<file path="src/rtl/ps2_pkg.sv">
// Shared definitions for the PS/2 host transmitter and its line filters:
// FSM states, error codes, common command bytes and the frame parity helper.
package ps2_pkg;

  typedef enum logic [2:0] {
    StIdle,
    StInhibit,
    StReq,
    StShift,
    StWaitIdle,
    StFail
  } ps2_state_e;

  localparam logic [1:0] ERR_NONE    = 2'b00;
  localparam logic [1:0] ERR_TIMEOUT = 2'b01;
  localparam logic [1:0] ERR_NACK    = 2'b10;

  localparam logic [7:0] PS2_CMD_SET_LED = 8'hED;
  localparam logic [7:0] PS2_CMD_ENABLE  = 8'hF4;
  localparam logic [7:0] PS2_CMD_RESET   = 8'hFF;

  // PS/2 frames carry odd parity over the eight data bits.
  function automatic logic odd_parity(input logic [7:0] b);
    return ~^b;
  endfunction

endpackage

</file>
<file path="src/rtl/ps2_line_filter.sv">
// Conditions one raw open-drain PS/2 line: 2-FF synchronizer, FilterLen-sample
// glitch filter and a one-cycle falling-edge pulse aligned with the filtered level.
module ps2_line_filter #(
  parameter int unsigned FilterLen = 4
) (
  input  logic clk_i,
  input  logic rst_ni,
  input  logic clr_i,
  input  logic line_i,
  output logic level_o,
  output logic fall_o
);

  localparam int unsigned CntW = (FilterLen > 1) ? $clog2(FilterLen) : 1;

  logic            sync1_q, sync2_q;
  logic            filt_q, filt_d;
  logic            fall_q, fall_d;
  logic [CntW-1:0] cnt_q, cnt_d;

  always_comb begin
    filt_d = filt_q;
    cnt_d  = '0;
    if (clr_i) begin
      // Restart from the current synchronized level without reporting an edge.
      filt_d = sync2_q;
    end else if (sync2_q != filt_q) begin
      if (cnt_q == CntW'(FilterLen - 1)) begin
        filt_d = sync2_q;
      end else begin
        cnt_d = cnt_q + 1'b1;
      end
    end
    fall_d = filt_q & ~filt_d & ~clr_i;
  end

  always_ff @(posedge clk_i) begin
    if (!rst_ni) begin
      sync1_q <= 1'b1;
      sync2_q <= 1'b1;
      filt_q  <= 1'b1;
      fall_q  <= 1'b0;
      cnt_q   <= '0;
    end else begin
      sync1_q <= line_i;
      sync2_q <= sync1_q;
      filt_q  <= filt_d;
      fall_q  <= fall_d;
      cnt_q   <= cnt_d;
    end
  end

  assign level_o = filt_q;
  assign fall_o  = fall_q;

endmodule

</file>
<file path="src/rtl/ps2_host_tx.sv">
// Host-to-device PS/2 command transmitter: inhibit, request, shift 8 data bits plus
// parity and stop on device clock falls, then check ACK. PS2_TX_RETRY_EN enables retries.
module ps2_host_tx
  import ps2_pkg::*;
#(
  parameter int unsigned INHIBIT_CYCLES = 10000,
  parameter int unsigned TIMEOUT_CYCLES = 1500000,
  parameter int unsigned FILTER_LEN     = 4,
  parameter int unsigned MAX_RETRY      = 2
) (
  input  logic       clk,
  input  logic       rstn,
  input  logic       tx_valid,
  input  logic [7:0] tx_data,
  output logic       tx_ready,
  output logic       busy,
  output logic       done,
  output logic       err,
  output logic [1:0] err_code,
  input  logic       ps2_clk_i,
  input  logic       ps2_data_i,
  output logic       ps2_clk_oe,
  output logic       ps2_data_oe
);

  localparam int unsigned CntMax = (INHIBIT_CYCLES > TIMEOUT_CYCLES) ? INHIBIT_CYCLES
                                                                     : TIMEOUT_CYCLES;
  localparam int unsigned CntW   = $clog2(CntMax + 1);
`ifdef PS2_TX_RETRY_EN
  localparam int unsigned RetryLimit = MAX_RETRY;
`else
  localparam int unsigned RetryLimit = 0;
`endif
  localparam int unsigned RetryW = $clog2(MAX_RETRY + 2);

  ps2_state_e        state_q, state_d;
  logic [7:0]        data_q, data_d;
  logic              par_q, par_d;
  logic [3:0]        bit_n_q, bit_n_d;
  logic [CntW-1:0]   cnt_q, cnt_d;
  logic [RetryW-1:0] retry_q, retry_d;
  logic              tx_ready_q, tx_ready_d;
  logic              busy_q, busy_d;
  logic              done_q, done_d;
  logic              err_q, err_d;
  logic [1:0]        err_code_q, err_code_d;
  logic              clk_oe_q, clk_oe_d;
  logic              data_oe_q, data_oe_d;

  logic       clk_level, clk_fall, data_level, data_fall, filt_clr;
  logic       timeout, fail;
  logic [1:0] fail_code;

  assign filt_clr = (state_q == StIdle);
  assign timeout  = (cnt_q == CntW'(TIMEOUT_CYCLES - 1));

  ps2_line_filter #(
    .FilterLen(FILTER_LEN)
  ) u_clk_filter (
    .clk_i  (clk),
    .rst_ni (rstn),
    .clr_i  (filt_clr),
    .line_i (ps2_clk_i),
    .level_o(clk_level),
    .fall_o (clk_fall)
  );

  ps2_line_filter #(
    .FilterLen(FILTER_LEN)
  ) u_data_filter (
    .clk_i  (clk),
    .rst_ni (rstn),
    .clr_i  (filt_clr),
    .line_i (ps2_data_i),
    .level_o(data_level),
    .fall_o (data_fall)
  );

  always_comb begin
    state_d    = state_q;
    data_d     = data_q;
    par_d      = par_q;
    bit_n_d    = bit_n_q;
    cnt_d      = cnt_q;
    retry_d    = retry_q;
    clk_oe_d   = 1'b0;
    data_oe_d  = data_oe_q;
    done_d     = 1'b0;
    err_d      = 1'b0;
    err_code_d = err_code_q;
    fail       = 1'b0;
    fail_code  = ERR_NONE;

    unique case (state_q)
      StIdle: begin
        data_oe_d = 1'b0;
        cnt_d     = '0;
        bit_n_d   = '0;
        if (tx_valid) begin
          data_d     = tx_data;
          par_d      = odd_parity(tx_data);
          retry_d    = '0;
          err_code_d = ERR_NONE;
          clk_oe_d   = 1'b1;
          state_d    = StInhibit;
        end
      end
      StInhibit: begin
        clk_oe_d  = 1'b1;
        data_oe_d = 1'b0;
        if (cnt_q == CntW'(INHIBIT_CYCLES - 1)) begin
          // Clock stays pulled for the first REQ cycle while data drops for the start bit.
          cnt_d     = '0;
          data_oe_d = 1'b1;
          state_d   = StReq;
        end else begin
          cnt_d = cnt_q + 1'b1;
        end
      end
      StReq: begin
        data_oe_d = 1'b1;
        if (timeout) begin
          fail      = 1'b1;
          fail_code = ERR_TIMEOUT;
        end else begin
          cnt_d = cnt_q + 1'b1;
          if (clk_fall) begin
            data_oe_d = ~data_q[0];
            bit_n_d   = 4'd2;
            state_d   = StShift;
          end
        end
      end
      StShift: begin
        if (timeout) begin
          fail      = 1'b1;
          fail_code = ERR_TIMEOUT;
        end else begin
          cnt_d = cnt_q + 1'b1;
          if (clk_fall) begin
            bit_n_d = bit_n_q + 1'b1;
            if (bit_n_q <= 4'd8) begin
              data_oe_d = ~data_q[3'(bit_n_q - 4'd1)];
            end else if (bit_n_q == 4'd9) begin
              data_oe_d = ~par_q;
            end else if (bit_n_q == 4'd10) begin
              data_oe_d = 1'b0;
            end else begin
              data_oe_d = 1'b0;
              if (data_level) begin
                fail      = 1'b1;
                fail_code = ERR_NACK;
              end else begin
                state_d = StWaitIdle;
              end
            end
          end
        end
      end
      StWaitIdle: begin
        data_oe_d = 1'b0;
        if (timeout) begin
          fail      = 1'b1;
          fail_code = ERR_TIMEOUT;
        end else begin
          cnt_d = cnt_q + 1'b1;
          if (clk_level && data_level && !data_fall) begin
            done_d  = 1'b1;
            state_d = StIdle;
          end
        end
      end
      StFail: begin
        data_oe_d = 1'b0;
        state_d   = StIdle;
      end
      default: begin
        data_oe_d = 1'b0;
        state_d   = StIdle;
      end
    endcase

    if (fail) begin
      clk_oe_d  = 1'b0;
      data_oe_d = 1'b0;
      cnt_d     = '0;
      if (retry_q != RetryW'(RetryLimit)) begin
        retry_d  = retry_q + 1'b1;
        clk_oe_d = 1'b1;
        state_d  = StInhibit;
      end else begin
        err_d      = 1'b1;
        err_code_d = fail_code;
        state_d    = StFail;
      end
    end

    tx_ready_d = (state_d == StIdle);
    busy_d     = (state_d != StIdle);
  end

  always_ff @(posedge clk) begin
    if (!rstn) begin
      state_q    <= StIdle;
      data_q     <= '0;
      par_q      <= 1'b0;
      bit_n_q    <= '0;
      cnt_q      <= '0;
      retry_q    <= '0;
      tx_ready_q <= 1'b1;
      busy_q     <= 1'b0;
      done_q     <= 1'b0;
      err_q      <= 1'b0;
      err_code_q <= ERR_NONE;
      clk_oe_q   <= 1'b0;
      data_oe_q  <= 1'b0;
    end else begin
      state_q    <= state_d;
      data_q     <= data_d;
      par_q      <= par_d;
      bit_n_q    <= bit_n_d;
      cnt_q      <= cnt_d;
      retry_q    <= retry_d;
      tx_ready_q <= tx_ready_d;
      busy_q     <= busy_d;
      done_q     <= done_d;
      err_q      <= err_d;
      err_code_q <= err_code_d;
      clk_oe_q   <= clk_oe_d;
      data_oe_q  <= data_oe_d;
    end
  end

  assign tx_ready    = tx_ready_q;
  assign busy        = busy_q;
  assign done        = done_q;
  assign err         = err_q;
  assign err_code    = err_code_q;
  assign ps2_clk_oe  = clk_oe_q;
  assign ps2_data_oe = data_oe_q;

endmodule

</file>
<file path="config.mk">
export PLATFORM = sky130hd
export DESIGN_NAME = ps2_host_tx
export DESIGN_NICKNAME = d
export VERILOG_FILES = /design/src/rtl/ps2_pkg.sv /design/src/rtl/ps2_line_filter.sv /design/src/rtl/ps2_host_tx.sv
export SDC_FILE = /design/constraint.sdc
export NUM_CORES = 1
export LEC_CHECK = 0
export ABC_AREA = 1
export CAP_MARGIN = 20
export CORE_ASPECT_RATIO = 0.7
export CORE_MARGIN = 10
export CORE_UTILIZATION = 50
export CTS_CLUSTER_DIAMETER = 60
export DETAILED_ROUTE_END_ITERATION = 16
export PLACE_DENSITY = 0.82
export SYNTH_ARGS = -nofsm -noshare
export SYNTH_HDL_FRONTEND = slang
export SYNTH_SLANG_ARGS = --single-unit
</file>
<file path="constraint.sdc">
create_clock -name clk -period 1.8 [get_ports clk]
set_input_delay 0.36 -clock clk [delete_from_list [all_inputs] [get_ports clk]]
set_output_delay 0.36 -clock clk [all_outputs]
set_load 0.01 [all_outputs]
</file>
==> results, run 1 <==
- From bottom edge to top edge, the die measures roughly 87 um.
- The starting DRC count in detailed routing is roughly 220.
- The antenna cell count is 0.
- The endpoint class of the critical path is a flip-flop.
- The number of instances in the synthesized netlist is between 400 and 500.
- The critical path goes through ha_4 -> nand3_4 -> nor2_4 -> nand4_4 -> nand2_8 -> inv_4 -> nand2_1 -> xor2_1 -> nor2_1.
- The global placement routability congestion is between 0.9 and 1.
- The total number of nets in the final design is 527.
- The critical path is of the reg -> reg type.
- The number of global-route vias before repair came to around 2900.
- The data arrival at the endpoint of the critical path is about 2.0 ns.
- After legalization and detailed placement, the total HPWL measured slightly above 6000 um.
- Buffers inserted during clock tree synthesis total 9.
- In this run the core area contains 24 standard-cell rows.
- The number of register bits inferred by synthesis is between 50 and 60.
- The effective utilization at floorplan is 0.511.
- In this run the tightest slew margin relative to its limit is 0.776.
- The endpoint required time on the critical path is slightly above 2 ns.
- TritonCTS built the clock tree.
- The count of synthesis-stage warnings from yosys is 0.
- The number of nets handed over by synthesis was about 460.
- sky130_fd_sc_hd__nand2_1 is the most common cell in the netlist.
- Between clock sinks in the finished design, the worst skew comes to around 0.009 ns.
- The worst hold path belongs to the class reg -> reg.
- The flow ran to the end, and the final reports show no timing, DRC or antenna violations.
- The I/O pin count is 21.
- The master of the slowest instance on the critical path is sky130_fd_sc_hd__dfxtp_2.
- In this run the critical register-to-register path is launched from cnt_q[1]$_SDFFE_PP0P_.
- The sequential share of the synthesized area is 0.374.
- After clock tree synthesis, the clock-pin slew on the worst setup and hold paths is 0.08 ns.
- The count of distinct cell types in the synthesized netlist is 37.
- Dividing the detail-routed wire length by the instance count gives approximately 14 um.
- The total routing resource utilization after global routing is 0.167.
- The overall die width is about 120 um.
- The tightest hold path in the finished design has a slack of 0.420 ns.
- In this run the power density over the cells is 685 nW/um2.
- The worst IR drop on VDD is between 0.3 and 0.4 mV.
- The synthesized netlist occupies a cell area of 3160 um2.
- Of the post-synthesis cell area, the dominant cell type holds 0.374.
- The count of unresolved DRC violations after routing is 0.
- The die covers 9950 um2.
- The total area inside the core boundary comes to between 6000 and 7000 um2.
- The clock network latency to the later pin of the worst-skew pair is between 0.3 and 0.4 ns.
- The final setup violation count is 0.
- The biggest area contributor in the post-synthesis netlist is sky130_fd_sc_hd__dfxtp_1.
- Of the total power, the clock network draws 0.399.
- For this run, the share of the core covered by cells in the final layout is 0.649.
- The count of final hold-check violations is 0.
- The internal power of the cells totals 1980 uW.
- Max-cap violations in this run came to 0.
- The analysis attributes to cell leakage a power of around 0.0017 uW.
- CTS built an H-tree with a depth of 3.
- For this run, the detailed router's first-pass iteration total came to 5.
- The total overflow left after global routing is 0.
- The post-detailed-route via-to-cell ratio is between 5 and 6.
- The aggregate routed wire length is ~8400 um.
- The number of pins with negative max-slew slack in the final report was 0.
- Of the total power, the share spent switching nets is 0.280.
- After filler insertion, the fill cell instance count of the layout stands at between 500 and 600.
- The startpoint type of the worst setup path is a flip-flop.
- The number of buffers between clock root and the deepest sink is 2.
- The depth of the worst register-to-register path is 9.
- The ratio of cells with drive above 1 in the final layout is 0.220.
- Sorting the synthesized cells by how often they occur yields 92 x sky130_fd_sc_hd__nand2_1, 59 x sky130_fd_sc_hd__dfxtp_1, 58 x sky130_fd_sc_hd__nor2_1.
- The most instantiated flip-flop cell in the synthesis netlist is sky130_fd_sc_hd__dfxtp_1.
- For this design the total switching power over the nets is approximately 770 uW.
- The average instance in the mapped netlist occupies around 7.2 um2.
- Entering global routing, the biggest net connects 18 pins.
- The peak clock frequency supported by timing is between 500 and 600 MHz.
- The tree is rooted in a sky130_fd_sc_hd__clkbuf_8.
- The actual slew at the worst max-slew pin is around 0.33 ns.
- Input and output buffers added on the ports amount to 20.
- The count of flip-flops with a built-in enable after synthesis is 0.
- The detailed-route via count is roughly 3200.
- Counting I/O delays and the setup requirement, the final critical path takes around 1.8 ns.
- In this run the critical register-to-register path is captured at cnt_q[19]$_SDFFE_PP0P_.
- The clock drives just under 60 sinks.
- The worst setup path endpoint is cnt_q[19]$_SDFFE_PP0P_.
- The share of total power in combinational logic is 0.106.
- The highest net fanout along the worst path is 13.
- In the finished design, the share of the clock period the worst path needs comes to 0.972.
- Counting flops with an async set or reset pin after synthesis yields a share of 0.
- The number of nets with antenna violations after detailed routing is 0.
- The number of antenna violations at the first check in global routing is 0.
- From synthesis to final layout, the design area changed by 27.0%.
- In this run the register-to-register setup slack is approximately 0.05 ns.
- The first global-routing pass estimated between 10000 and 15000 um of wire.
- In the post-synthesis netlist, the biggest area contributors are sky130_fd_sc_hd__dfxtp_1 37%, sky130_fd_sc_hd__nand2_1 11%, sky130_fd_sc_hd__nor2_1 6.9%, sky130_fd_sc_hd__inv_1 5.9%, sky130_fd_sc_hd__a21oi_1 5.2%.
- For this run, the slowest stage of the critical path takes between 0.3 and 0.4 ns.
- Counting instances, the worst hold path has a depth of 1.
- The share of total power in sequential cells is 0.495.
- The startpoint of the most critical setup path is cnt_q[1]$_SDFFE_PP0P_.
layer usage:
layer,part of all wire,routed length [um],global-route usage
met1,0.46,3830,0.224
met2,0.45,3750,0.248
met3,0.076,639,0.0435
met4,0.022,187,0.0650
met5,0,0,0
worst max-delay path, delay by kind of cell, from the launching register on:
kind	cells	cell delay (ns)
buf+inv	1	0.08
xor+xnor	1	0.18
simple gates	6	0.83
flops	1	0.37
fa+ha+maj	1	0.16
power groups by stage:
| stage | sequential (uW) | combinational (uW) | clock [uW] |
|---|---|---|---|
| 2_1_floorplan | 1390 | 156 | 0 |
| 6_report | 1360 | 290 | 1100 |
| 3_3_place_gp | 1390 | 271 | 0 |
| 5_1_grt | 1370 | 319 | 1180 |
| 3_5_place_dp | 1390 | 278 | 0 |
| 4_1_cts | 1360 | 281 | 1110 |
sequential cells by signal, summed over array words and instances, names as in the netlist, 2 cells and up, named ones only:
name	cells
err_code	2
u_clk_filter.cnt_q	2
state_q	3
u_data_filter.cnt_q	2
cnt_q	21
data_q	8
bit_n_q	4
how the worst min path moves through the flow:
stage	slack, ns	start	end
after floorplan	0.39	u_clk_filter.sync1_q$_SDFF_PN1_	u_clk_filter.sync2_q$_SDFF_PN1_
after global placement	0.40	u_clk_filter.sync1_q$_SDFF_PN1_	u_clk_filter.sync2_q$_SDFF_PN1_
after detailed placement	0.40	u_data_filter.sync1_q$_SDFF_PN1_	u_data_filter.sync2_q$_SDFF_PN1_
after CTS	0.43	u_data_filter.cnt_q[0]$_SDFF_PP0_	u_data_filter.cnt_q[0]$_SDFF_PP0_
after global routing	0.44	u_clk_filter.sync1_q$_SDFF_PN1_	u_clk_filter.sync2_q$_SDFF_PN1_
final	0.42	u_data_filter.cnt_q[0]$_SDFF_PP0_	u_data_filter.cnt_q[0]$_SDFF_PP0_
layout by cell type (no fill, tap or decap), drive strengths merged:
cell type / instances
nor3b: 5
clkdlybuf4s50: 20
nor3: 13
clkinvlp: 3
nand4: 11
a31oi: 1
clkbuf: 9
nand2: 99
clkinv: 4
xnor2: 7
inv: 57
a21oi: 33
o211ai: 7
or2: 6
nor4: 2
ha: 10
and3: 1
o21ai: 22
nor2: 64
nand3: 31
buf: 36
o21bai: 1
nand3b: 3
xor2: 5
dfxtp: 59
per-stage QoR:
step | instance area [um2] | instances | setup TNS [ns] | worst slack (ns) | total power [uW]
global placement | 3720 | 570 | 0 | 0.0474 | 1660
detailed placement | 3720 | 570 | 0 | 0.00542 | 1670
CTS | 3920 | 587 | 0 | 0.00401 | 2750
global route | 4010 | 587 | -0.453 | -0.0658 | 2860
floorplan | 3160 | 441 | 0 | 0.0510 | 1550
finish | 4010 | 587 | 0 | 0.0498 | 2750
kinds of logic after synthesis:
kind of cell               count (synthesis)  share of synthesized area
AOI/OAI and AO/OA                         64                      0.113
and+or+nand+nor                          235                      0.364
DFF                                       59                      0.374
adders and majority gates                 10                     0.0396
buffers and inverters                     61                     0.0768
xor gates and xnor gates                  12                     0.0333
cell type report:
cell class	count	area, um2	share of cell area
Sequential cell	59	1190	0.297
Multi-Input combinational cell	321	1830	0.455
Clock inverter	7	53.8	0.0134
Tap cell	78	97.6	0.0243
Inverter	57	219	0.0546
Timing Repair Buffer	56	499	0.124
Clock buffer	9	124	0.0309
what timing repair did:
item	CTS	global route
hold buffers	0	0
gates resized for setup	3	29
pin swaps	3	7
endpoints found under the setup margin	10	32
buffers inserted	1	0
cloned	0	0
Note: power is estimated with default switching activity, not from simulation.
==> run 2, diff against run 1 <==
- CORE_MARGIN: 10 -> 2
- CORE_UTILIZATION: 50 -> 30
- PLACE_DENSITY: 0.82 -> 0.58
- SYNTH_HIERARCHICAL: unset -> 1
==> results, run 2 <==
- The count of distinct cell types in the synthesized netlist came to 32 (-14%).
- The standard cell core area is 10300 um2 (+67%).
- The total clock buffers created by CTS came to 9 (unchanged).
- The area growth from synthesis to layout is 36.6%.
- In the final layout, the registers with the most flip-flops are cnt_q (21), data_q (8), bit_n_q (4).
- The pin count of the biggest net entering global routing came to 19 (+1).
- The global placement routability congestion is 0.947 (-5.1%).
- The number of global-route vias before repair came to 2789 (-3.9%).
- The remaining global-route overflow is 0 (unchanged).
- The number of H-tree levels came to 3 (unchanged).
- The number of nets with antenna violations after detailed routing is 0 (unchanged).
- The dominant delay contributor by cell family on the critical path is simple AND/OR/NAND/NOR gates.
- The endpoint required time on the critical path came to 2.02 ns (-0.02 ns).
- The critical path depth is 11 (+2).
- The count of final hold-check violations is 0 (unchanged).
- The detailed-route via count is 3147 (-1.3%).
- Yosys attributes the largest share of cell area to sky130_fd_sc_hd__dfxtp_1 37%, sky130_fd_sc_hd__nand2_1 11%, sky130_fd_sc_hd__inv_1 7.8%, sky130_fd_sc_hd__nor2_1 7.4%, sky130_fd_sc_hd__nand3_1 5.8%.
- The starting DRC count in detailed routing was 216 (+0.47%).
- The depth of the worst register-to-register path was 11 (+2).
- The type of the tightest min-delay check is reg -> reg.
- The count of flip-flops with a built-in enable after synthesis is 0 (unchanged).
- The summed area of non-filler cells in the final layout was 4340 um2 (+8.2%).
- The peak clock frequency supported by timing was 563 MHz (-1.5%).
- The global-route wire length before repair is 14000 um (+2.4%).
- The count of unresolved DRC violations after routing is 0 (unchanged).
- The combined area of all synthesized cells came to 3180 um2 (+0.63%).
- The biggest cell delay along the critical path is 0.35 ns (-0.02 ns).
- The I/O pin count is 21 (unchanged).
- The static leakage power is 0.00182 uW (+9.3%).
- The sequential share of the synthesized area is 0.372 (-0.00235).
- The mean post-synth cell area came to 6.94 um2 (-3.1%).
- The aggregate routed wire length was 8730 um (+3.9%).
- The overall die width was 127 um (+10%).
- The ratio of cells with drive above 1 in the final layout was 0.236 (+0.0156).
- The highest net fanout along the worst path is 7 (-6).
- The number of instances in the synthesized netlist is 458 (+3.9%).
- Of all cell types, the one taking the most synthesized area is sky130_fd_sc_hd__dfxtp_1.
- The worst setup path is captured at a flip-flop.
- The most common cell after layout, fill and taps aside is sky130_fd_sc_hd__nand2_1.
- The total power is 3370 uW (+22%).
- The commonest cells after synthesis are 90 x sky130_fd_sc_hd__nand2_1, 66 x sky130_fd_sc_hd__inv_1, 63 x sky130_fd_sc_hd__nor2_1.
- The clock transition at the register clock pins on the worst setup and hold paths after CTS is 0.05 ns (-0.03 ns).
- The worst slack at placement came to -0.0404 ns (-0.0458 ns).
- The area share of the largest cell type after synthesis is 0.372 (-0.00235).
- The cell total after placement is 647 (+14%).
- Setup repair after global routing could not meet its margin everywhere.
- The headroom to the max-slew limit is 0.748 (-0.0274).
- The number of buffers between clock root and the deepest sink came to 2 (unchanged).
- The cell area after placement came to 3850 um2 (+3.5%).
- The shortest period the worst path allows was 1.78 ns (+0.0273 ns).
- The power per standard cell area is 776 nW/um2 (+13%).
- The flip-flop count of the largest register after layout is 21 (unchanged).
- The root cell of the clock tree is sky130_fd_sc_hd__clkbuf_16.
- The master of the slowest instance on the critical path is sky130_fd_sc_hd__dfxtp_2.
- Traced cell by cell, the critical path runs through ha_4 -> nand2_4 -> nor2_4 -> nand3_2 -> nor2_4 -> nand3_4 -> nand2_4 -> clkinvlp_4 -> nand2_2 -> xor2_1 -> nor2_1.
- The number of buffers and inverters on the critical path is 1 (unchanged).
- The hold buffer count at CTS is 0 (unchanged).
- STA classifies the critical path startpoint as a flip-flop.
- The filler cell count in the final layout is 1057 (+110%).
- The iteration count of the initial detailed-routing pass is 4 (-1).
- The total routing resource utilization after global routing is 0.153 (-0.0136).
- The max-cap check violation count is 0 (unchanged).
- The post-route setup TNS came to 0 ns (unchanged).
- The wire length per cell is 13.0 um (-9.1%).
- The overall die area is 11500 um2 (+15%).
- For this run, the leading register cell type out of synthesis is sky130_fd_sc_hd__dfxtp_1.
- The antenna cell count is 0 (unchanged).
- The die extent in y is 90.1 um (+4.2%).
- The run finished with clean final reports.
- The worst IR drop on VDD was 0.455 mV (+25%).
- The number of pins with negative max-slew slack in the final report came to 0 (unchanged).
- In the post-synthesis netlist, the cell with the most instances is sky130_fd_sc_hd__nand2_1.
- The effective utilization at floorplan is 0.308 (-0.203).
- The period utilization is 0.988 (+0.0152).
- The share of async-settable or async-resettable flops after synthesis is 0 (unchanged).
- The final setup violation count is 0 (unchanged).
- The quantity of I/O buffers inserted on ports came to 20 (unchanged).
- The number of clock sinks seen by CTS came to 59 (unchanged).
- The top cell types in the final layout, fill and taps aside, are 86 x sky130_fd_sc_hd__nand2_1, 64 x sky130_fd_sc_hd__inv_1, 56 x sky130_fd_sc_hd__dfxtp_1.
- The number of nets produced by synthesis is 480 (+3.4%).
- The post-detailed-route via-to-cell ratio is 4.69 (-14%).
- The clock network latency to the later pin of the worst-skew pair is 0.33 ns (-0.03 ns).
- TritonCTS built the clock tree.
- The HPWL after detailed placement is 6600 um (+9.0%).
- The critical path is of the reg -> reg type.
- The actual slew at the worst max-slew pin is 0.375 ns (+0.0417 ns).
- The clock skew after layout came to 0.00740 ns (-0.00163 ns).
- The number of stages on the worst hold path came to 1 (unchanged).
- The count of synthesis-stage warnings from yosys is 6 (+6).
- The count of non-filler cells in the finished layout came to 671 (+14%).
- The final setup slack of the worst path came to 0.0224 ns (-0.0273 ns).
- The number of register bits inferred by synthesis is 59 (unchanged).
- The data arrival at the endpoint of the critical path is 2.00 ns (about the same).
- The number of antenna violations at the first check in global routing is 0 (unchanged).
- Ranked by flip-flop count, first place goes to cnt_q.
- The total number of nets in the final design came to 556 (+5.5%).
- The number of rows created at floorplan is 31 (+29%).
## run 2: logic make-up (layout without fill, tap and decap cells)
group | count (synthesis) | after routing | share of synthesized area
simple gates | 240 | 240 | 0.353
flops | 59 | 59 | 0.372
compound gates | 63 | 64 | 0.113
fa+ha+maj | 9 | 9 | 0.0354
xor+xnor | 13 | 13 | 0.0358
buf+inv | 74 | 154 | 0.0905
## run 2: through the flow
step,hold slack (ns),util
6_report,0.411,0.421
5_1_grt,0.422,0.421
4_1_cts,0.412,0.407
3_5_place_dp,0.399,0.373
3_3_place_gp,0.395,0.373
2_1_floorplan,0.392,-
## run 2: layout make-up
class,count,area [um2],share of cell area
clock inverter,5,52.6,0.0121
tap,132,165,0.0380
multi-input combinational,326,1850,0.425
inverter,69,263,0.0605
clock buffer,11,243,0.0559
timing repair buffer,69,588,0.135
sequential,59,1180,0.273
## run 2: path summary, 6_finish.rpt
check                             startpoint                               to  slack, ns
min reg2reg  u_clk_filter/sync1_q$_SDFF_PN1_  u_clk_filter/sync2_q$_SDFF_PN1_       0.41
max reg2reg            cnt_q[0]$_SDFFE_PP0P_           cnt_q[15]$_SDFFE_PP0P_       0.02
max                    cnt_q[0]$_SDFFE_PP0P_           cnt_q[15]$_SDFFE_PP0P_       0.02
min          u_clk_filter/sync1_q$_SDFF_PN1_  u_clk_filter/sync2_q$_SDFF_PN1_       0.41
## run 2: metal layers
| layer | global-route usage | wire length (um) | up-vias |
|---|---|---|---|
| met2 | 0.202 | 3530 | 83 |
| met3 | 0.0411 | 492 | 6 |
| li1 | - | - | 1629 |
| met5 | 0 | 0 | - |
| met4 | 0.0330 | 42 | 0 |
| met1 | 0.242 | 4670 | 1429 |
## run 2: power breakdown
part / switching [uW] / internal, uW / total, uW / leakage, uW
Clock: 589 / 1100 / 1690 / 0.000145
Sequential: 21.0 / 1350 / 1370 / 0.000482
Combinational: 170 / 142 / 312 / 0.00119
Total: 780 / 2590 / 3370 / 0.00182
## run 2: what timing repair did
item,CTS,global route
gates resized for setup,11,29
endpoints found under the setup margin,1,23
gates cloned,0,1
setup buffers,3,5
pin swaps,7,18
## run 2: worst register-to-register path, stage by stage (launching register included)
cell                         delay [ns]
sky130_fd_sc_hd__dfxtp_2           0.35
sky130_fd_sc_hd__ha_4              0.15
sky130_fd_sc_hd__nand2_4           0.07
sky130_fd_sc_hd__nor2_4            0.12
sky130_fd_sc_hd__nand3_2           0.08
sky130_fd_sc_hd__nor2_4            0.12
sky130_fd_sc_hd__nand3_4           0.13
sky130_fd_sc_hd__nand2_4           0.13
sky130_fd_sc_hd__clkinvlp_4        0.19
sky130_fd_sc_hd__nand2_2           0.12
sky130_fd_sc_hd__xor2_1            0.14
sky130_fd_sc_hd__nor2_1            0.06
==> run 3, diff against run 2 <==
- TNS_END_PERCENT: unset -> 50
==> results, run 3 (synthesis results as in run 2) <==
- The biggest cell delay along the critical path is 0.35 ns (about the same).
- The static leakage power is 0.00181 uW (-0.59%).
- The starting DRC count in detailed routing is 221 (+2.3%).
- The HPWL after detailed placement is 6600 um (unchanged).
- The iteration count of the initial detailed-routing pass came to 4 (unchanged).
- The shortest period the worst path allows came to 1.77 ns (-0.00983 ns).
- The root buffer cell chosen for the clock tree is sky130_fd_sc_hd__clkbuf_16.
- The number of rows created at floorplan is 31 (unchanged).
- The total number of nets in the final design is 554 (-0.36%).
- The power per standard cell area is 782 nW/um2 (+0.80%).
- The footprint of the multi-input gates is 1820 um2 (-1.4%).
- The library cells used most frequently in the layout, excluding fill and tap cells, are 87 x sky130_fd_sc_hd__nand2_1, 64 x sky130_fd_sc_hd__inv_1, 56 x sky130_fd_sc_hd__dfxtp_1.
- The setup slack on the worst flop-to-flop path is 0.03 ns (about the same).
- The worst register-to-register path begins at cnt_q[0]$_SDFFE_PP0P_.
- The area growth from synthesis to layout is 35.4%.
- The depth of the worst register-to-register path is 11 (unchanged).
- The count of final hold-check violations is 0 (unchanged).
- The largest registers in the layout are cnt_q (21), data_q (8), bit_n_q (4).
- The final setup violation count is 0 (unchanged).
- The library cell used most frequently in the layout, excluding fill and tap cells, is sky130_fd_sc_hd__nand2_1.
- The pin count of the biggest net entering global routing is 19 (unchanged).
- The global-route wire length before repair is 14000 um (unchanged).
- The number of stages on the worst hold path is 1 (unchanged).
- The overall die width is 127 um (unchanged).
- The startpoint type of the worst setup path is a flip-flop.
- The clock network latency to the later pin of the worst-skew pair came to 0.33 ns (about the same).
- The hold path endpoint is u_clk_filter/sync2_q$_SDFF_PN1_.
- The flip-flop count of the largest register after layout is 21 (unchanged).
- The die extent in y was 90.1 um (unchanged).
- The dominant delay contributor by cell family on the critical path is simple AND/OR/NAND/NOR gates.
- The headroom to the max-slew limit is 0.743 (-0.00581).
- The number of pins with negative max-slew slack in the final report was 0 (unchanged).
- The overall die area is 11500 um2 (unchanged).
- The global placement routability congestion is 0.947 (unchanged).
- The detailed-route via count is 3132 (-0.48%).
- The ratio of cells with drive above 1 in the final layout is 0.227 (-0.00843).
- The clock transition at the register clock pins on the worst setup and hold paths after CTS was 0.05 ns (about the same).
- The effective utilization at floorplan is 0.308 (unchanged).
- The TritonCTS clock tree is built.
- The antenna cell count was 0 (unchanged).
- The number of clock sinks seen by CTS is 59 (unchanged).
- The actual slew at the worst max-slew pin is 0.384 ns (+0.00867 ns).
- The number of buffers between clock root and the deepest sink is 2 (unchanged).
- The total routing resource utilization after global routing was 0.153 (unchanged).
- The aggregate routed wire length is 8590 um (-1.6%).
- The number of antenna violations at the first check in global routing was 0 (unchanged).
- The critical hold path startpoint is u_clk_filter/sync1_q$_SDFF_PN1_.
- The worst setup path is of the reg -> reg kind.
- The post-detailed-route via-to-cell ratio is 4.68 (-0.18%).
- The data arrival at the endpoint of the critical path is 1.99 ns (about the same).
- Setup repair after global routing could not meet its margin everywhere.
- The max-cap check violation count came to 0 (unchanged).
- The highest net fanout along the worst path is 7 (unchanged).
- The worst IR drop on VDD is 0.454 mV (-0.22%).
- The master of the slowest instance on the critical path is sky130_fd_sc_hd__dfxtp_2.
- The peak clock frequency supported by timing came to 566 MHz (+0.56%).
- The remaining global-route overflow is 0 (unchanged).
- The flip-flop and latch area is 1180 um2 (unchanged).
- The quantity of I/O buffers inserted on ports is 20 (unchanged).
- The endpoint required time on the critical path is 2.02 ns (about the same).
- The critical path depth is 11 (unchanged).
- STA classifies the critical path endpoint as a flip-flop.
- The register name with the most flops is cnt_q.
- The worst slack on hold paths is 0.411 ns (unchanged).
- The total clock buffers created by CTS is 9 (unchanged).
- The standard cell core area is 10300 um2 (unchanged).
- The run finished with clean final reports.
- The filler cell count in the final layout is 1060 (+0.28%).
- Traced cell by cell, the critical path runs through ha_4 -> nand2_4 -> nor2_4 -> nand3_2 -> nor2_4 -> nand3_4 -> nand2_4 -> clkinvlp_4 -> nand2_2 -> xor2_1 -> nor2_1.
- The total power is 3370 uW (about the same).
- The clock skew after layout came to 0.00735 ns (-0.0000563 ns).
- The count of unresolved DRC violations after routing is 0 (unchanged).
- The worst reg2reg path endpoint is cnt_q[15]$_SDFFE_PP0P_.
- The number of buffers and inverters on the critical path was 1 (unchanged).
- The wire length per cell is 12.8 um (-1.3%).
- The number of nets with antenna violations after detailed routing came to 0 (unchanged).
- The hold buffer count at CTS is 0 (unchanged).
- The period utilization is 0.982 (-0.00546).
- The type of the tightest min-delay check is reg -> reg.
- Tracing the worst setup path back leads to its startpoint at cnt_q[0]$_SDFFE_PP0P_.
- The number of global-route vias before repair is 2789 (unchanged).
- The number of H-tree levels was 3 (unchanged).
- The I/O pin count came to 21 (unchanged).
## run 3: how the worst max path moves through the flow
stage	end	slack [ns]
final	cnt_q[15]$_SDFFE_PP0P_	0.03
after CTS	busy$_SDFF_PN0_	0.004
after detailed placement	busy$_SDFF_PN0_	-0.04
after global routing	cnt_q[15]$_SDFFE_PP0P_	-0.07
after global placement	busy$_SDFF_PN0_	-0.07
after floorplan	tx_ready$_SDFF_PN1_	0.04
## run 3: stage by stage
stage,setup TNS [ns],std cells,util,area (um2),worst slack [ns]
global route,-0.562,669,0.417,4300,-0.0709
finish,0,669,0.417,4300,0.0322
floorplan,0,458,-,3190,0.0395
CTS,0,665,0.407,4190,0.00406
global placement,-0.0663,647,0.373,3850,-0.0663
detailed placement,-0.0611,647,0.373,3850,-0.0404
## run 3: final cells by class
type,instances,share of cell area
clock buffers,11,0.0564
repair buffers,68,0.134
clock inverters,5,0.0122
well taps,132,0.0384
multi-input cells,325,0.423
inverters,69,0.0610
flip-flops and latches,59,0.275
## run 3: metal layers
layer,track usage,vias to the layer above,share of wire
met5,0,-,0
met3,0.0411,6,0.058
met2,0.202,75,0.40
li1,-,1622,-
met1,0.242,1429,0.54
met4,0.0330,0,0.0049
## run 3: power breakdown
| part | internal, uW | switching (uW) | total (uW) |
|---|---|---|---|
| clock network | 1100 | 591 | 1690 |
| registers | 1350 | 20.8 | 1370 |
| logic | 140 | 167 | 308 |
| total | 2590 | 779 | 3370 |
## run 3: repair_timing
action                     CTS  global route
setup endpoints to repair    1            23
buffers inserted             3             4
resized for setup           11            23
pin swaps                    7            14
==> edit 1, RTL diff (settings of run 1) <==
Encoding of `ps2_state_e`: now Gray code (3 bits for 6 states).
--- a/src/rtl/ps2_pkg.sv
+++ b/src/rtl/ps2_pkg.sv
@@ -5,8 +5,8 @@
   typedef enum logic [2:0] {
-    StIdle,
-    StInhibit,
-    StReq,
-    StShift,
-    StWaitIdle,
-    StFail
+    StIdle     = 3'b000,
+    StInhibit  = 3'b001,
+    StReq      = 3'b011,
+    StShift    = 3'b010,
+    StWaitIdle = 3'b110,
+    StFail     = 3'b111
   } ps2_state_e;
Behaviour: no difference found for any inputs over 10 cycles, from zero or initial values and one cycle with rstn low; not proved beyond that.
==> edit 1 against run 1 <==
Total power fell by 2.3%. Largest power group unchanged. Global-route usage rose by 1.9 points. Hold slack got worse by 0.0058 ns. Highest routed layer unchanged. Sequential cell count did not move. Utilization rose by 0.062 points. Routed wire length rose by 14%. Synthesized area rose by 4.7%. Setup slack improved by 0.017 ns. Critical path type unchanged. Synthesized cell count rose by 15%. Clock power fell by 4%. Cell area rose by 2.5%. Critical path depth rose by 3.
==> edit 1: results (changes against run 1) <==
Status
  • Status: finished, final reports clean

Power and ir drop
  • Int Pwr: 0.00198 W (-0.21%)
  • Clock Power Share: 0.396 (-0.003)

Synth
  • Most common library cells after synthesis: nand2_1, nor2_1, inv_1
  • Synth area leaders: dfxtp_1, nand2_1, nor2_1, inv_1, a21oi_1
  • Post-Syn Instances: 506 (+15%)
  • Synthesized net count: 529 (+14%)

Cells and area
  • Signal buffers: 55 (-1.8%)
  • Clkbuf count: 10 (+1)
  • Inverters: 64 (+12%)
  • Fraction of layout cells with a size suffix above 1: 0.151 (-0.0689)
  • Nets: 588 (+12%)

Detailed routing
  • DR vias: 3585 (+12%)
  • Met2 Wirelength: 3910 um (+4.2%)
  • Via density: 5.43 (about the same)
  • M1 wire length: 4240 um (+11%)

GRT
  • Vias in the first global route: 3217 (+11%)
  • GRT met1 Usage: 0.258 (+0.0334)
  • Met2 usage: 0.263 (+0.0148)
  • GRT Overall Usage: 0.185 (+0.0189)
  • Largest net degree at the start of global routing: 16 (-2)

Worst setup path
  • Reg-to-reg slack, setup: 0.07 ns (+0.02 ns)
  • Crit path max fanout: 15 (+2)
  • Crit path DAT: 1.96 ns (-0.03 ns)

Placement
  • HPWL after detailed placement: 7110 um (+18%)

STA
  • Clk_skew: 0.00705 ns (-0.00198 ns)

Worst hold path
  • Hold endpoint: u_clk_filter.sync2_q$_SDFF_PN1_
==> edit 1: kinds of logic after synthesis <==
kind of cell               count (synthesis)  synth area share
xor gates and xnor gates                  12            0.0318
adders and majority gates                 10            0.0378
DFF                                       59             0.357
AOI/OAI and AO/OA                         68             0.110
buffers and inverters                     71            0.0900
and+or+nand+nor                          286             0.373
==> edit 1: repair_timing <==
item                       4_1_cts  5_1_grt
gates resized for setup          3       22
pin swaps                        1        4
gates cloned                     0        1
setup endpoints to repair        5       35
buffers inserted                 0        1
==> edit 1: how the worst max path moves through the flow <==
stage | start | to | slack [ns] | cells past startpoint
final | cnt_q[1]$_SDFFE_PP0P_ | cnt_q[4]$_SDFFE_PP0P_ | 0.07 | 12
after global routing | cnt_q[1]$_SDFFE_PP0P_ | cnt_q[4]$_SDFFE_PP0P_ | -0.006 | 12
after CTS | cnt_q[1]$_SDFFE_PP0P_ | cnt_q[1]$_SDFFE_PP0P_ | 0.002 | 10
after detailed placement | bit_n_q[1]$_SDFFE_PN0P_ | busy$_SDFF_PN0_ | -0.006 | 10
after global placement | cnt_q[0]$_SDFFE_PP0P_ | cnt_q[18]$_SDFFE_PP0P_ | 0.08 | 11
after floorplan | bit_n_q[0]$_SDFFE_PN0P_ | cnt_q[0]$_SDFFE_PP0P_ | 0.08 | 10
==> edit 1: through the flow <==
| step | utilization | TNS (ns) | area, um2 |
|---|---|---|---|
| CTS | 0.632 | 0 | 4010 |
| finish | 0.649 | 0 | 4120 |
| floorplan | - | 0 | 3310 |
| detailed placement | 0.604 | -0.00636 | 3820 |
| global placement | 0.604 | 0 | 3820 |
| global route | 0.649 | -0.00639 | 4120 |
==> edit 2, RTL diff (flow settings as in run 1) <==
Made on the original files. Build with the macro `PS2_TX_RETRY_EN` defined.
--- a/src/rtl/ps2_host_tx.sv
+++ b/src/rtl/ps2_host_tx.sv
@@ -2,2 +2,4 @@
 // parity and stop on device clock falls, then check ACK. PS2_TX_RETRY_EN enables retries.
+`define PS2_TX_RETRY_EN
+
 module ps2_host_tx
Behaviour: no difference found for any inputs over 10 cycles, from zero or initial values and one cycle with rstn low; that may be too few to reach the edited logic, so the function may still have changed.
==> edit 2 against run 1 <==
Via count is 8.6% higher. Count of clock-buffer cells in the layout increased by 3. Die area up 3.6%. Sequential cell count stayed put. Total power is 1.1% lower. Clock skew grew 0.0019 ns. Combinational power is 13% lower. Routed wire length increased by 12%. Largest power group unchanged. Non-clock buffer count increased by 5. The flow now finishes with violations (setup timing). Synthesized area up 4.6%. Synthesized cell count rose by 14%. Cell area increased by 3.6%. Hold slack got worse by 0.0043 ns. Setup slack worse by 0.052 ns.
==> edit 2: results (changes against run 1) <==
Power and ir drop
  • Leak: 1.79 nW (+7.3%)
  • VDD IR-drop max: 0.318 mV (-13%)

Cells and area
  • Fraction of layout cells with a size suffix above 1: 0.165 (-0.0548)
  • Fill cells: 545 (+7.1%)

Status
  • Failing checks: setup timing
  • Status: finished, violations left

STA
  • Fin Setup TNS: -0.00215 ns (-0.00215 ns)
  • Clk_skew: 0.0109 ns (+0.00186 ns)
  • Final setup vio count: 1 (+1)
  • Setup WS post-layout: -0.00215 ns (-0.0519 ns)
  • Rel. slew slack: 0.723 (-0.0526)

GRT
  • First-pass GRT wire length: 15500 um (+14%)
  • Largest net degree at the start of global routing: 17 (-1)
  • M3 GR Usage: 0.0505 (+0.00707)
  • Vias in the first global route: 3298 (+14%)
  • GRT Overall Usage: 0.190 (+0.0238)

Synth
  • Synth area leaders: dfxtp_1, nand2_1, nor2_1, inv_1, nand3_1
  • Synthesized net count: 523 (+13%)
  • Syn_area_per_cell: 6.58 um2 (-8.2%)
  • Post-synthesis adder-cell area fraction: 0.0303 (-0.00930)
  • Unique masters post-synth: 33 (-11%)
  • Most common library cells after synthesis: nand2_1, nor2_1, dfxtp_1
  • Sequential cell area fraction in the yosys report: 0.358 (-0.0163)

Placement
  • HPWL after detailed placement: 6940 um (+15%)
  • GPL Wtd Cong: 0.993 (-0.47%)

Detailed routing
  • Initial drt markers: 403 (+87%)
  • M1 wire length: 4190 um (+9.3%)
  • Met2 Wirelength: 4000 um (+6.6%)
  • Routed length per placed instance: 14.5 um (+1.3%)
  • Via density: 5.35 (-1.4%)
  • Met3 Wirelength: 1040 um (+63%)
[edit 2: changes by cell type after synthesis, sizes merged, moves of 5 or more]
cell   before  now
buf         2    7
inv        56   61
nand2      99  123
nand3      31   44
nor2       64   89
nor3b       5    0
o21ai      22   15
xor2        5   12
[edit 2: cell type report]
| class | count | area (um2) | area share |
|---|---|---|---|
| repair buffers | 61 | 524 | 0.126 |
| clock buffers | 12 | 155 | 0.0373 |
| multi-input cells | 372 | 1930 | 0.465 |
| well taps | 78 | 97.6 | 0.0235 |
| flip-flops and latches | 59 | 1190 | 0.286 |
| inverters | 61 | 234 | 0.0563 |
| clock inverters | 4 | 25.0 | 0.00602 |
[edit 2: worst paths after layout]
kind	end	slack (ns)	depth (start not counted)
worst max-delay path	cnt_q[20]$_SDFFE_PP0P_	-0.002	11
worst min-delay path	u_clk_filter.sync2_q$_SDFF_PN1_	0.42	1
worst max register to register	cnt_q[20]$_SDFFE_PP0P_	-0.002	11
worst min register to register	u_clk_filter.sync2_q$_SDFF_PN1_	0.42	1
[edit 2: cell families (layout without fill, tap and decap cells)]
logic type,after synthesis,after routing
compound gates,60,60
xor+xnor,19,19
fa+ha+maj,8,8
buf+inv,72,138
flops,59,59
simple gates,284,285
[edit 2: power by group]
| part | switching, W | internal, W | leakage [nW] | total [W] |
|---|---|---|---|---|
| Combinational | 0.000143 | 0.000110 | 1.21 | 0.000253 |
| Sequential | 0.0000194 | 0.00134 | 0.484 | 0.00136 |
| Clock | 0.000537 | 0.000569 | 0.0884 | 0.00111 |
| Total | 0.000699 | 0.00202 | 1.79 | 0.00272 |
[edit 2: what timing repair did]
item	in CTS	in global routing
buffers inserted	0	1
pin swaps	1	10
resized for setup	3	29
gates cloned	1	0
endpoints found under the setup margin	26	31
